$ cat config.mk
export PLATFORM = sky130hd
export DESIGN_NAME = mem_arbiter
export DESIGN_NICKNAME = d
export VERILOG_FILES = /design/src/rtl/mem_arb_pkg.sv /design/src/rtl/mem_watchdog.sv /design/src/rtl/mem_arbiter.sv
export SDC_FILE = /design/constraint.sdc
export NUM_CORES = 1
export LEC_CHECK = 0
export CAP_MARGIN = 40
export CORE_MARGIN = 5
export CORE_UTILIZATION = 45
export CTS_CLUSTER_DIAMETER = 200
export DETAILED_ROUTE_END_ITERATION = 16
export HOLD_SLACK_MARGIN = 0.06
export PLACE_DENSITY_LB_ADDON = 0.12
export SETUP_SLACK_MARGIN = 0.15
export SYNTH_ARGS = -nofsm -noshare
export SYNTH_HDL_FRONTEND = slang
export SYNTH_SLANG_ARGS = --single-unit
$ cat constraint.sdc
create_clock -name clk -period 3.95 [get_ports clk]
set_input_delay 0.9875 -clock clk [delete_from_list [all_inputs] [get_ports clk]]
set_output_delay 0.9875 -clock clk [all_outputs]
set_load 0.03 [all_outputs]
$ cat src/rtl/mem_arb_pkg.sv
// Shared definitions for the IF/MEM single-port memory arbiter.
package mem_arb_pkg;

    typedef enum logic [1:0] {
        ST_IDLE  = 2'd0,
        ST_FETCH = 2'd1,
        ST_DATA  = 2'd2
    } arb_state_t;

    localparam int DEFAULT_TIMEOUT = 255;

endpackage

$ cat src/rtl/mem_watchdog.sv
// Counts stalled memory-request cycles; raises a sticky error at TIMEOUT.
module mem_watchdog
    import mem_arb_pkg::*;
#(
    parameter int TIMEOUT = DEFAULT_TIMEOUT
) (
    input  logic clk,
    input  logic reset,
    input  logic active,
    input  logic done,
    output logic err
);

    localparam int CW = $clog2(TIMEOUT + 1);

    logic [CW-1:0] r_cnt;
    logic          r_err;

    // Counter saturates at TIMEOUT so a long hang cannot wrap it.
    always_ff @(posedge clk) begin
        if (reset) begin
            r_cnt <= '0;
            r_err <= 1'b0;
        end else if (done) begin
            r_cnt <= '0;
        end else if (active && (r_cnt != CW'(TIMEOUT))) begin
            r_cnt <= r_cnt + CW'(1);
            if (r_cnt == CW'(TIMEOUT - 1))
                r_err <= 1'b1;
        end
    end

    assign err = r_err;

endmodule

$ cat src/rtl/mem_arbiter.sv
// Arbitrates one single-ported memory between the IF and MEM pipeline stages,
// one transaction outstanding at a time, data accesses first.
module mem_arbiter
    import mem_arb_pkg::*;
#(
    parameter int ADDR_W  = 32,
    parameter int DATA_W  = 32,
    parameter int TIMEOUT = DEFAULT_TIMEOUT
) (
    input  logic              clk,
    input  logic              reset,
    input  logic              if_req,
    input  logic [ADDR_W-1:0] if_addr,
    input  logic              if_flush,
    output logic [DATA_W-1:0] if_rdata,
    output logic              if_valid,
    output logic              if_stall,
    input  logic              dm_read,
    input  logic              dm_write,
    input  logic [ADDR_W-1:0] dm_addr,
    input  logic [DATA_W-1:0] dm_wdata,
    output logic [DATA_W-1:0] dm_rdata,
    output logic              dm_valid,
    output logic              dm_stall,
    output logic              mem_req,
    output logic              mem_we,
    output logic [ADDR_W-1:0] mem_addr,
    output logic [DATA_W-1:0] mem_wdata,
    input  logic [DATA_W-1:0] mem_rdata,
    input  logic              mem_ready,
    output logic              bus_err
);

    arb_state_t        r_state;
    logic              r_mem_req;
    logic              r_mem_we;
    logic [ADDR_W-1:0] r_mem_addr;
    logic [DATA_W-1:0] r_mem_wdata;
    logic [DATA_W-1:0] r_if_rdata;
    logic [DATA_W-1:0] r_dm_rdata;
    logic              r_if_valid;
    logic              r_dm_valid;
    logic              r_drop;

    logic w_done;
    logic w_dreq;

    assign w_done = r_mem_req & mem_ready;
    assign w_dreq = dm_read | dm_write;

    always_ff @(posedge clk) begin
        if (reset) begin
            r_state     <= ST_IDLE;
            r_mem_req   <= 1'b0;
            r_mem_we    <= 1'b0;
            r_mem_addr  <= '0;
            r_mem_wdata <= '0;
            r_if_rdata  <= '0;
            r_dm_rdata  <= '0;
            r_if_valid  <= 1'b0;
            r_dm_valid  <= 1'b0;
            r_drop      <= 1'b0;
        end else begin
            r_if_valid <= 1'b0;
            r_dm_valid <= 1'b0;
            case (r_state)
                // No arbitration while a valid pulse is out: the requester
                // needs that cycle to present its next request.
                ST_IDLE: begin
                    if (!r_if_valid && !r_dm_valid) begin
                        if (w_dreq) begin
                            r_state     <= ST_DATA;
                            r_mem_req   <= 1'b1;
                            r_mem_we    <= dm_write;
                            r_mem_addr  <= dm_addr;
                            r_mem_wdata <= dm_wdata;
                        end else if (if_req) begin
                            r_state    <= ST_FETCH;
                            r_mem_req  <= 1'b1;
                            r_mem_we   <= 1'b0;
                            r_mem_addr <= if_addr;
                            r_drop     <= 1'b0;
                        end
                    end
                end
                ST_FETCH: begin
                    if (if_flush)
                        r_drop <= 1'b1;
                    if (w_done) begin
                        r_state   <= ST_IDLE;
                        r_mem_req <= 1'b0;
                        r_drop    <= 1'b0;
                        if (!(r_drop || if_flush)) begin
                            r_if_rdata <= mem_rdata;
                            r_if_valid <= 1'b1;
                        end
                    end
                end
                ST_DATA: begin
                    if (w_done) begin
                        r_state    <= ST_IDLE;
                        r_mem_req  <= 1'b0;
                        r_mem_we   <= 1'b0;
                        r_dm_rdata <= mem_rdata;
                        r_dm_valid <= 1'b1;
                    end
                end
                default: r_state <= ST_IDLE;
            endcase
        end
    end

    mem_watchdog #(
        .TIMEOUT(TIMEOUT)
    ) u_watchdog (
        .clk   (clk),
        .reset (reset),
        .active(r_mem_req & ~mem_ready),
        .done  (w_done),
        .err   (bus_err)
    );

    // A flush in the pulse cycle still kills the fetched instruction.
    assign if_valid  = r_if_valid & ~if_flush;
    assign dm_valid  = r_dm_valid;
    assign if_stall  = if_req & ~if_valid;
    assign dm_stall  = w_dreq & ~dm_valid;
    assign if_rdata  = r_if_rdata;
    assign dm_rdata  = r_dm_rdata;
    assign mem_req   = r_mem_req;
    assign mem_we    = r_mem_we;
    assign mem_addr  = r_mem_addr;
    assign mem_wdata = r_mem_wdata;

endmodule

==> results.md, run 1 <==
* Non-filler instance count after layout at 1,140
* Synth top area share at 49.3%
* Mux share of post-synthesis cell area at 0.685%
* Fin crit period at 3.48 ns
* Detail Placement HPWL at 14,100 µm
* Post-DR vias/cell at 5.63
* Mapped Cells at 724
* Number of global-route vias before repair at 6,331
* HP Class: reg -> reg
* Global route total overflow at 0
* Worst path max stage delay at 0.67 ns
* Worst Setup SP: if_flush
* Async SR Flop Fraction at 0%
* Slew HR at 47.0%
* F_max at 287 MHz
* RSZ-0062 raised after global routing: false
* CTS tree: built
* Status: finished, final reports clean
* Xor/xnor share of the synthesized area at 0%
* Largest family of logic cells by synthesized area: compound AO/OA/AOI/OAI gates
* CP max stage cell: clkdlybuf4s50_1
* Tcrit/Tclk final at 88.2%
* All-Layer GR Usage at roughly a quarter
* Post-synthesis register bit count at 144
* Top delay family on crit path: buffers and inverters
* Hold Vio Cnt, Final at 0
* Final setup TNS at 0 ns
* CP required at between 2 and 3 ns
* Synthesized area per cell at 8.08 µm²
* Max rail drop VDD at 0.363 mV
* Initial DRC Count at 537
* Ant. Diodes at 0
* Residual DRC count at 0
* Pins over their slew limit at 0
* Crit-path cells: clkdlybuf4s50_1 > nor2b_1 > nor2b_1 > clkdlybuf4s50_1
* CTS max path bufs at 2
* Adder-cell share of the synthesized area at ~1.1%
* Pwr/cell area at 578 nW/µm²
* Main synth FF type: dfxtp_1
* Hold Buf Count CTS at 0
* Die width at ~120 µm
* H-tree depth at 4
* Total number of vias at 6,413
* Setup CP Type: in -> out
* Final Wtd Congestion at 0.804
* Post-CTS setup buffer count at 0
* # nets final at 1,096
* # clock sinks at 144
* Largest net degree at the start of global routing at between 80 and 90
* Global-route wire length before repair at 31,600 µm
* Post-synthesis sequential area ratio at roughly half
* Initial antenna violation count at 0
* Crit Reg-Reg Startpoint: r_state[0]$_SDFFE_PP0P_
* Antenna-violating nets left at 0
* Leak Pwr at 3.28 nW
* Clock Latency Late Sink at 0.42 ns
* Max Fanout on Critical Path at 5
* Post-synthesis compound-gate area fraction at 24.3%
* Netlist cell types at 48
* Number of synthesized flops with an enable pin at 0
* # Max-Cap Violations at 0
* Filler Cell Count at about 960
* Initial Util at 46.2%
* Crit path buf inv count at 2
* Core Rows at 41
* Die ar. at 15,400 µm²
* Port bufs at 269
* Slew @ Worst Pin at 0.793 ns
* IO Count at 270
* Core ar. at 12,700 µm²
* Clk_skew at 0.00728 ns
* Mapped cell area at 5850 µm²
* Final setup viols at 0
* Routed Wire Length at 20,500 µm
* Hold Crit Start: dm_rdata[3]$_SDFFE_PP0P_
* WP data arrival at 2.50 ns
* Clock root cell: clkbuf_16
* Share of cells above drive strength 1 at 4.86%
* Syn Nets at 864
* TritonCTS buffer count at 17
* # placed instances at about 1.1k
* Drt pass-1 iters at 5
* Area Overhead vs Synth at 58.0%
* Clk pin slew, worst setup/hold paths at 0.06 ns
* Area leader, netlist: dfxtp_1
* YS warnings at 0
* Chip height at roughly 120 µm
* Post-DR wirelength/cell at 18.0 µm
* Area share of and/or/nand/nor cells after synthesis at 19.1%
* CTS resizes at 0
* Crit path launch type: input port
* Dominant cells by area after synthesis: dfxtp_1 (49%), a21oi_1 (11%), nand2_1 (9.1%)
* CP endpoint kind: output port
==> metrics by stage <==
step,hold WS (ns),power (mW),worst slack [ns],utilization [%],cell area (µm²)
global placement,0.442,3.69,0.465,67.7,8580
finish,0.454,5.34,0.465,72.9,9240
floorplan,0.465,2.99,1.22,-,5850
CTS,0.457,5.35,0.449,72.8,9220
global route,0.474,5.58,0.367,72.9,9240
detailed placement,0.449,3.77,0.465,68.2,8650
==> path summary, 6_finish.rpt <==
kind / endpoint / slack [ns] / depth (start not counted)
max: if_stall / 0.47 / 4
min: dm_rdata[3]$_SDFFE_PP0P_ / 0.45 / 2
min reg2reg: dm_rdata[3]$_SDFFE_PP0P_ / 0.45 / 2
max reg2reg: mem_addr[23]$_SDFFE_PP0P_ / 1.44 / 5
==> cell families (layout without fill, tap and decap cells) <==
kind of cell | Yosys count | after routing
AO/OA/AOI/OAI | 248 | 248
adder cells (fa/ha/maj) | 5 | 5
AND/OR/NAND/NOR | 246 | 246
multiplexers | 4 | 4
flip-flops | 144 | 144
buffers and inverters | 77 | 321
==> synth_stat cells, drive strengths merged (4+ instances only) <==
cell and number:
a211oi 4, a21oi 131, a311oi 32, buf 28, clkbuf 43, dfxtp 144, ha 5, inv 6
mux2i 4, nand2 141, nand2b 4, nand3 67, nor2 7, nor3 7, o21ai 66
==> worst reg2reg max path: cells and delay by family (launching register included) <==
family / cells / cell delay (ns)
and+or+nand+nor: 2 / 1.37
DFF: 1 / 0.33
adders and majority gates: 1 / 0.30
AOI/OAI and AO/OA: 1 / 0.24
buffers and inverters: 1 / 0.09
==> flip-flops by register name, summed over array words and instances (netlist names), 2 cells and up <==
register	cells
dm_rdata	32
mem_addr	32
if_rdata	32
r_state	2
mem_wdata	32
u_watchdog.r_cnt	8
==> metal layers <==
metal | vias up | share of wire, % | GRT usage [%]
met2 | 303 | 50 | 44.9
met4 | 0 | 1.8 | 8.69
li1 | 3029 | - | -
met3 | 35 | 11 | 10.7
met1 | 3046 | 37 | 29.3
met5 | - | 0 | 0
==> report_power, final <==
| group | internal [mW] | switching (mW) |
|---|---|---|
| sequential | 1.68 | 0.143 |
| combinational | 0.782 | 1.16 |
| clock | 0.991 | 0.577 |
==> area by class of cell <==
cell class / count / area [µm²] / share of cell area (%)
sequential: 144 / 2880 / 31.2
timing repair buffer: 284 / 2870 / 31.1
multi-input combinational: 503 / 2670 / 28.9
clock buffer: 26 / 499 / 5.40
tap: 172 / 215 / 2.33
clock inverter: 5 / 77.6 / 0.840
inverter: 6 / 22.5 / 0.244
==> placed cells by master (no fill, tap or decap), types with 3 or more instances in the layout <==
cell type        instances
clkbuf_16               17
o21ai_1                 11
clkbuf_1                 5
inv_1                    6
nand2_1                141
nand3_1                 67
a311oi_1                32
or3_1                    3
ha_1                     5
nor3_1                   7
nand2b_1                 4
a211oi_1                 4
dfxtp_1                144
o21ai_0                 55
buf_4                   11
mux2i_1                  4
clkdlybuf4s50_1        268
clkbuf_8                 4
nor2_1                   5
a41oi_1                  3
a21oi_1                131
Note: power is estimated with default switching activity, not from simulation.
==> run 2: changes to the inputs <==
--- a/config.mk
+++ b/config.mk
@@ -7,10 +7,12 @@
 export LEC_CHECK = 0
 export CAP_MARGIN = 40
 export CORE_MARGIN = 5
-export CORE_UTILIZATION = 45
+export CORE_UTILIZATION = 46
+export CTS_BUF_LIST = sky130_fd_sc_hd__clkbuf_4 sky130_fd_sc_hd__clkbuf_8
 export CTS_CLUSTER_DIAMETER = 200
 export DETAILED_ROUTE_END_ITERATION = 16
 export HOLD_SLACK_MARGIN = 0.06
+export MAX_ROUTING_LAYER = met4
 export PLACE_DENSITY_LB_ADDON = 0.12
 export SETUP_SLACK_MARGIN = 0.15
 export SYNTH_ARGS = -nofsm -noshare
==> run 2 against run 1 <==
  * Sequential share of layout area grew 0.78 points
  * Utilization shrank 0.90 points
  * Die area shrank 2.0%
  * Wire length shrank 3.5%
  * Highest routed layer unchanged
  * Critical endpoint unchanged
  * Largest cell class unchanged
  * Non-clock buffer count grew 1
  * Critical path type unchanged
  * Count of clock-buffer cells in the layout shrank 1
  * Hold slack gained 0.0051 ns
  * Clock skew is essentially flat
  * Global-route usage grew 0.34 points
  * Final cell count is essentially flat
  * First-iteration DRC count shrank 23%
  * Power shrank 9.8%
==> results.md, run 2 (same netlist as run 1, synthesis figures left out) <==
* Chip height at 123 µm (-1.0%)
* Ant. Diodes at 0 (unchanged)
* Leak Pwr at 3.19 nW (-2.7%)
* Initial DRC Count at 415 (-23%)
* R2R Setup Slk at 1.66 ns (+0.22 ns)
* Antenna-violating nets left at 0 (unchanged)
* Met3 wire length at 1710 µm (-22%)
* Total power at 4.81 mW (-9.8%)
* Tcrit/Tclk final at 88.6% (+0.35 points)
* Post-DR vias/cell at 5.56 (-1.1%)
* Final Wtd Congestion at 0.827 (+2.8%)
* Switching Power at 1.82 mW (-3.2%)
* Clk_skew at 0.00756 ns (+0.000276 ns)
* Register share of total power at 37.7% (+3.5 points)
* Die ar. at 15,100 µm² (-2.0%)
* Max rail drop VDD at 0.336 mV (-7.5%)
* Detail Placement HPWL at 13,900 µm (-2.0%)
* Port bufs at 269 (unchanged)
* RSZ-0062 raised after global routing: false
* Hold Vio Cnt, Final at 0 (unchanged)
* Die width at 123 µm (-1.0%)
* Largest net degree at the start of global routing at 68 (-23%)
* Clock Latency Late Sink at 0.45 ns (+0.03 ns)
* Pwr/cell area at 534 nW/µm² (-7.6%)
* TritonCTS buffer count at 17 (unchanged)
* CP required at 2.96 ns (about the same)
* Switching part of the total at 37.9% (+2.6 points)
* CTS resizes at 0 (unchanged)
* CP endpoint kind: output port
* Clock root cell: clkbuf_8
* # Max-Cap Violations at 0 (unchanged)
* Hold path cells at 2 (unchanged)
* Residual DRC count at 0 (unchanged)
* Initial antenna violation count at 0 (unchanged)
* Post-CTS setup buffer count at 0 (unchanged)
* Hold Slack at 0.459 ns (+0.00505 ns)
* CTS max path bufs at 2 (unchanged)
* Final setup TNS at 0 ns (unchanged)
* Final setup viols at 0 (unchanged)
* Global route total overflow at 0 (unchanged)
* Most frequent cells in the layout: clkdlybuf4s50_1 (268), dfxtp_1 (144), nand2_1 (141), a21oi_1 (131), nand3_1 (67)
* # nets final at 1,097 (+0.091%)
* Number of global-route vias before repair at 6,309 (-0.35%)
* Filler Cell Count at 1,038 (+8.6%)
* IO Count at 270 (unchanged)
* Status: finished, final reports clean
* Core ar. at 12,500 µm² (-1.2%)
* Crit Reg-Reg Startpoint: r_state[0]$_SDFFE_PP0P_
* Slew @ Worst Pin at 0.790 ns (-0.00295 ns)
* WL met2 at 9740 µm (-5.3%)
* Core Rows at 41 (unchanged)
* Leading cell type in the layout, fill and taps excluded: clkdlybuf4s50_1
* Combinational Power Share at 40.6% (+4.2 points)
* Setup CP Type: in -> out
* HP Class: reg -> reg
* Pint at 2.99 mW (-13%)
* Share of cells above drive strength 1 at 5.47% (+0.61 points)
* Routed Wire Length at 19,800 µm (-3.5%)
* Fin crit period at 3.50 ns (+0.0139 ns)
* Reg-to-reg endpoint: mem_addr[0]$_SDFFE_PP0P_
* Max Fanout on Critical Path at 5 (unchanged)
* Top Layer Used: met4
* Pins over their slew limit at 0 (unchanged)
* Total number of vias at 6,348 (-1.0%)
* All-Layer GR Usage at 26.5% (+0.34 points)
* Clk pin slew, worst setup/hold paths at 0.07 ns (about the same)
* F_max at 286 MHz (-0.40%)
* # clock sinks at 144 (unchanged)
* Global-route wire length before repair at 30,700 µm (-2.9%)
* H-tree depth at 4 (unchanged)
* Hold Buf Count CTS at 0 (unchanged)
* Met1 Routed Length at 7690 µm (+0.13%)
* Initial Util at 46.7% (+0.57 points)
* Hold Crit Start: dm_rdata[2]$_SDFFE_PP0P_
* R2R depth at 5 (unchanged)
* Post-DR wirelength/cell at 17.3 µm (-3.6%)
* Area Overhead vs Synth at 54.1%
* Slew HR at 47.2% (+0.20 points)
* WP data arrival at 2.51 ns (about the same)
* CTS tree: built
* Crit path launch type: input port
* Clock power share at 21.7% (-7.7 points)
* Hold Crit Endpoint: dm_rdata[2]$_SDFFE_PP0P_
* Drt pass-1 iters at 5 (unchanged)
-- run 2: cell count changes in the layout (fill, tap and decap cells not counted), sizes merged --
cell	before	now
clkinv	2	5
bufinv	2	0
buf	16	17
clkbuf	26	25
-- run 2: metal layers --
layer	global-route usage, %	up-vias
met3	8.53	46
li1	-	3031
met1	29.6	3003
met4	11.8	0
met5	-	-
met2	43.3	268
-- run 2: area by class of cell --
class	count	area [µm²]	area share, %
multi-input combinational	503	2670	29.6
tap	172	215	2.39
sequential	144	2880	32.0
inverter	6	22.5	0.250
clock inverter	6	32.5	0.361
timing repair buffer	285	2870	31.8
clock buffer	25	319	3.54
-- run 2: per-stage QoR --
stage          setup slack, ns  util, %  cells  instance area, µm²
2_1_floorplan             1.22        -    724                5850
3_3_place_gp             0.473     68.5   1106                8570
3_5_place_dp             0.448     69.2   1110                8660
4_1_cts                  0.443     72.0   1141                9010
5_1_grt                  0.408     72.0   1141                9010
6_report                 0.452     72.0   1141                9010
-- run 2: worst max-delay path: stages --
cell and delay [ns]:
clkdlybuf4s50_1 0.61, nor2b_1 0.11, nor2b_1 0.13, clkdlybuf4s50_1 0.68
-- run 2: how the worst max path moves through the flow --
stage / from / endpoint / slack [ns] / cells after the start
finish: if_flush / if_stall / 0.45 / 4
global route: dm_write / dm_stall / 0.41 / 4
CTS: if_flush / if_stall / 0.44 / 4
detailed placement: if_flush / if_stall / 0.45 / 4
global placement: if_flush / if_stall / 0.47 / 4
floorplan: if_flush / if_stall / 1.22 / 2
-- run 2: power by group through the flow --
stage	clock [mW]	combinational [mW]	sequential, mW
after floorplan	0	0.751	2.24
after global placement	0	1.88	1.83
after detailed placement	0	1.95	1.84
after CTS	1.07	1.96	1.81
after global routing	1.14	2.08	1.84
final	1.05	1.95	1.81
==> run 3: changes to the inputs <==
--- a/config.mk
+++ b/config.mk
@@ -5,7 +5,6 @@
 export SDC_FILE = /design/constraint.sdc
 export NUM_CORES = 1
 export LEC_CHECK = 0
-export CAP_MARGIN = 40
 export CORE_MARGIN = 5
 export CORE_UTILIZATION = 46
 export CTS_BUF_LIST = sky130_fd_sc_hd__clkbuf_4 sky130_fd_sc_hd__clkbuf_8
==> run 3 against run 2 <==
  * Via count increased by 0.14%
  * Clock power barely moved
  * Sequential share of layout area is 0.37 points higher
  * Combinational power about the same
  * Wire length about the same
  * First-iteration DRC count is 20% higher
==> results.md, run 3 (same netlist as run 1, synthesis figures left out) <==
* Crit path launch type: input port
* RSZ-0062 raised after global routing: false
* Pins over their slew limit at 0 (unchanged)
* TritonCTS buffer count at 17 (unchanged)
* H-tree depth at 4 (unchanged)
* Ant. Diodes at 0 (unchanged)
* Clk pin slew, worst setup/hold paths at 0.07 ns (about the same)
* CTS resizes at 0 (unchanged)
* Most frequent cells in the layout: clkdlybuf4s50_1 (268), dfxtp_1 (144), nand2_1 (141), a21oi_1 (131), nand3_1 (67)
* Slew @ Worst Pin at 1.19 ns (+0.399 ns)
* Final Wtd Congestion at 0.827 (unchanged)
* Global-route wire length before repair at 30,400 µm (-1.1%)
* R2R depth at 5 (unchanged)
* Hold Vio Cnt, Final at 0 (unchanged)
* WP data arrival at 2.52 ns (about the same)
* Antenna-violating nets left at 0 (unchanged)
* Core Rows at 41 (unchanged)
* CTS tree: built
* Initial DRC Count at 500 (+20%)
* # nets final at 1,093 (-0.36%)
* Setup CP Type: in -> out
* Status: finished, final reports clean
* Tcrit/Tclk final at 88.7% (+0.11 points)
* Initial antenna violation count at 0 (unchanged)
* Initial Util at 46.7% (unchanged)
* Max rail drop VDD at 0.285 mV (-15%)
* # clock sinks at 144 (unchanged)
* Hold Slack at 0.459 ns (-0.000424 ns)
* Final setup TNS at 0 ns (unchanged)
* Area Overhead vs Synth at 52.3%
* Clock root cell: clkbuf_8
* Core ar. at 12,500 µm² (unchanged)
* Number of global-route vias before repair at 6,144 (-2.6%)
* # Max-Cap Violations at 0 (unchanged)
* Largest net degree at the start of global routing at 94 (+38%)
* Detail Placement HPWL at 13,600 µm (-1.8%)
* IO Count at 270 (unchanged)
* Final Util at 71.2% (-0.83 points)
* Post-DR wirelength/cell at 17.4 µm (+0.17%)
* Post-CTS setup buffer count at 0 (unchanged)
* Leading cell type in the layout, fill and taps excluded: clkdlybuf4s50_1
* Die ar. at 15,100 µm² (unchanged)
* Hold path cells at 2 (unchanged)
* F_max at 285 MHz (-0.13%)
* Routed Wire Length at 19,800 µm (about the same)
* Post-DR vias/cell at 5.59 (+0.41%)
* Hold Buf Count CTS at 0 (unchanged)
* Die width at 123 µm (unchanged)
* CP endpoint kind: output port
* Clk_skew at 0.00943 ns (+0.00187 ns)
* Port bufs at 269 (unchanged)
* Residual DRC count at 0 (unchanged)
* Chip height at 123 µm (unchanged)
* Max Fanout on Critical Path at 6 (+1)
* CTS max path bufs at 2 (unchanged)
* All-Layer GR Usage at 26.2% (-0.29 points)
* CP required at 2.96 ns (about the same)
* Slew HR at 20.7% (-26 points)
* Pwr/cell area at 533 nW/µm² (about the same)
* Total number of vias at 6,357 (+0.14%)
* HP Class: reg -> reg
* Final setup viols at 0 (unchanged)
* Clock Latency Late Sink at 0.44 ns (about the same)
* Global route total overflow at 0 (unchanged)
* Filler Cell Count at 1,025 (-1.3%)
* Fin crit period at 3.50 ns (+0.00448 ns)
* Drt pass-1 iters at 5 (unchanged)
* Leak Pwr at 3.15 nW (-1.5%)
* Share of cells above drive strength 1 at 5.18% (-0.29 points)
## run 3: cell types whose count changed in the layout (fill, tap and decap cells not counted)
| cell | delta |
|---|---|
| clkbuf_8 | -3 |
| clkbuf_4 | +3 |
| buf_16 | -2 |
| buf_12 | -1 |
| buf_8 | -1 |
| clkinv_2 | +1 |
## run 3: worst max-delay path, cell delays in order
cell and delay, ns:
clkdlybuf4s50_1 0.63, nor2_4 0.07, nor2_1 0.09, clkdlybuf4s50_1 0.74
## run 3: metrics by stage
step	setup slack, ns	total power [mW]	instances	instance area, µm²
2_1_floorplan	1.22	2.99	724	5850
3_3_place_gp	0.473	3.71	1106	8570
3_5_place_dp	0.443	3.75	1106	8570
4_1_cts	0.442	4.77	1138	8910
5_1_grt	0.359	5.00	1138	8910
6_report	0.447	4.75	1138	8910
## run 3: area by class of cell
type / instances / area, µm² / share of cell area [%]
Timing Repair Buffer: 281 / 2780 / 31.2
Tap cell: 172 / 215 / 2.42
Multi-Input combinational cell: 503 / 2670 / 30.0
Sequential cell: 144 / 2880 / 32.4
Clock inverter: 7 / 37.5 / 0.421
Inverter: 6 / 22.5 / 0.253
Clock buffer: 25 / 300 / 3.37
## run 3: per-layer routing
metal / GRT usage (%) / routed length, µm / up-vias
met1: 28.8 / 7560 / 3003
met2: 43.3 / 9730 / 288
met5: - / 0 / -
met4: 11.7 / 644 / 0
met3: 8.48 / 1820 / 44
li1: - / - / 3022
## run 3: final timing paths
| path | start | to | slack [ns] |
|---|---|---|---|
| min reg2reg | dm_rdata[2]$_SDFFE_PP0P_ | dm_rdata[2]$_SDFFE_PP0P_ | 0.46 |
| max reg2reg | r_state[0]$_SDFFE_PP0P_ | mem_addr[29]$_SDFFE_PP0P_ | 1.19 |
| max | dm_write | dm_stall | 0.45 |
| min | dm_rdata[2]$_SDFFE_PP0P_ | dm_rdata[2]$_SDFFE_PP0P_ | 0.46 |
## run 3: report_power, final
group          switching (mW)  internal (mW)  total, mW
clock network           0.530          0.493       1.02
registers               0.132           1.68       1.81
logic                    1.16          0.763       1.92
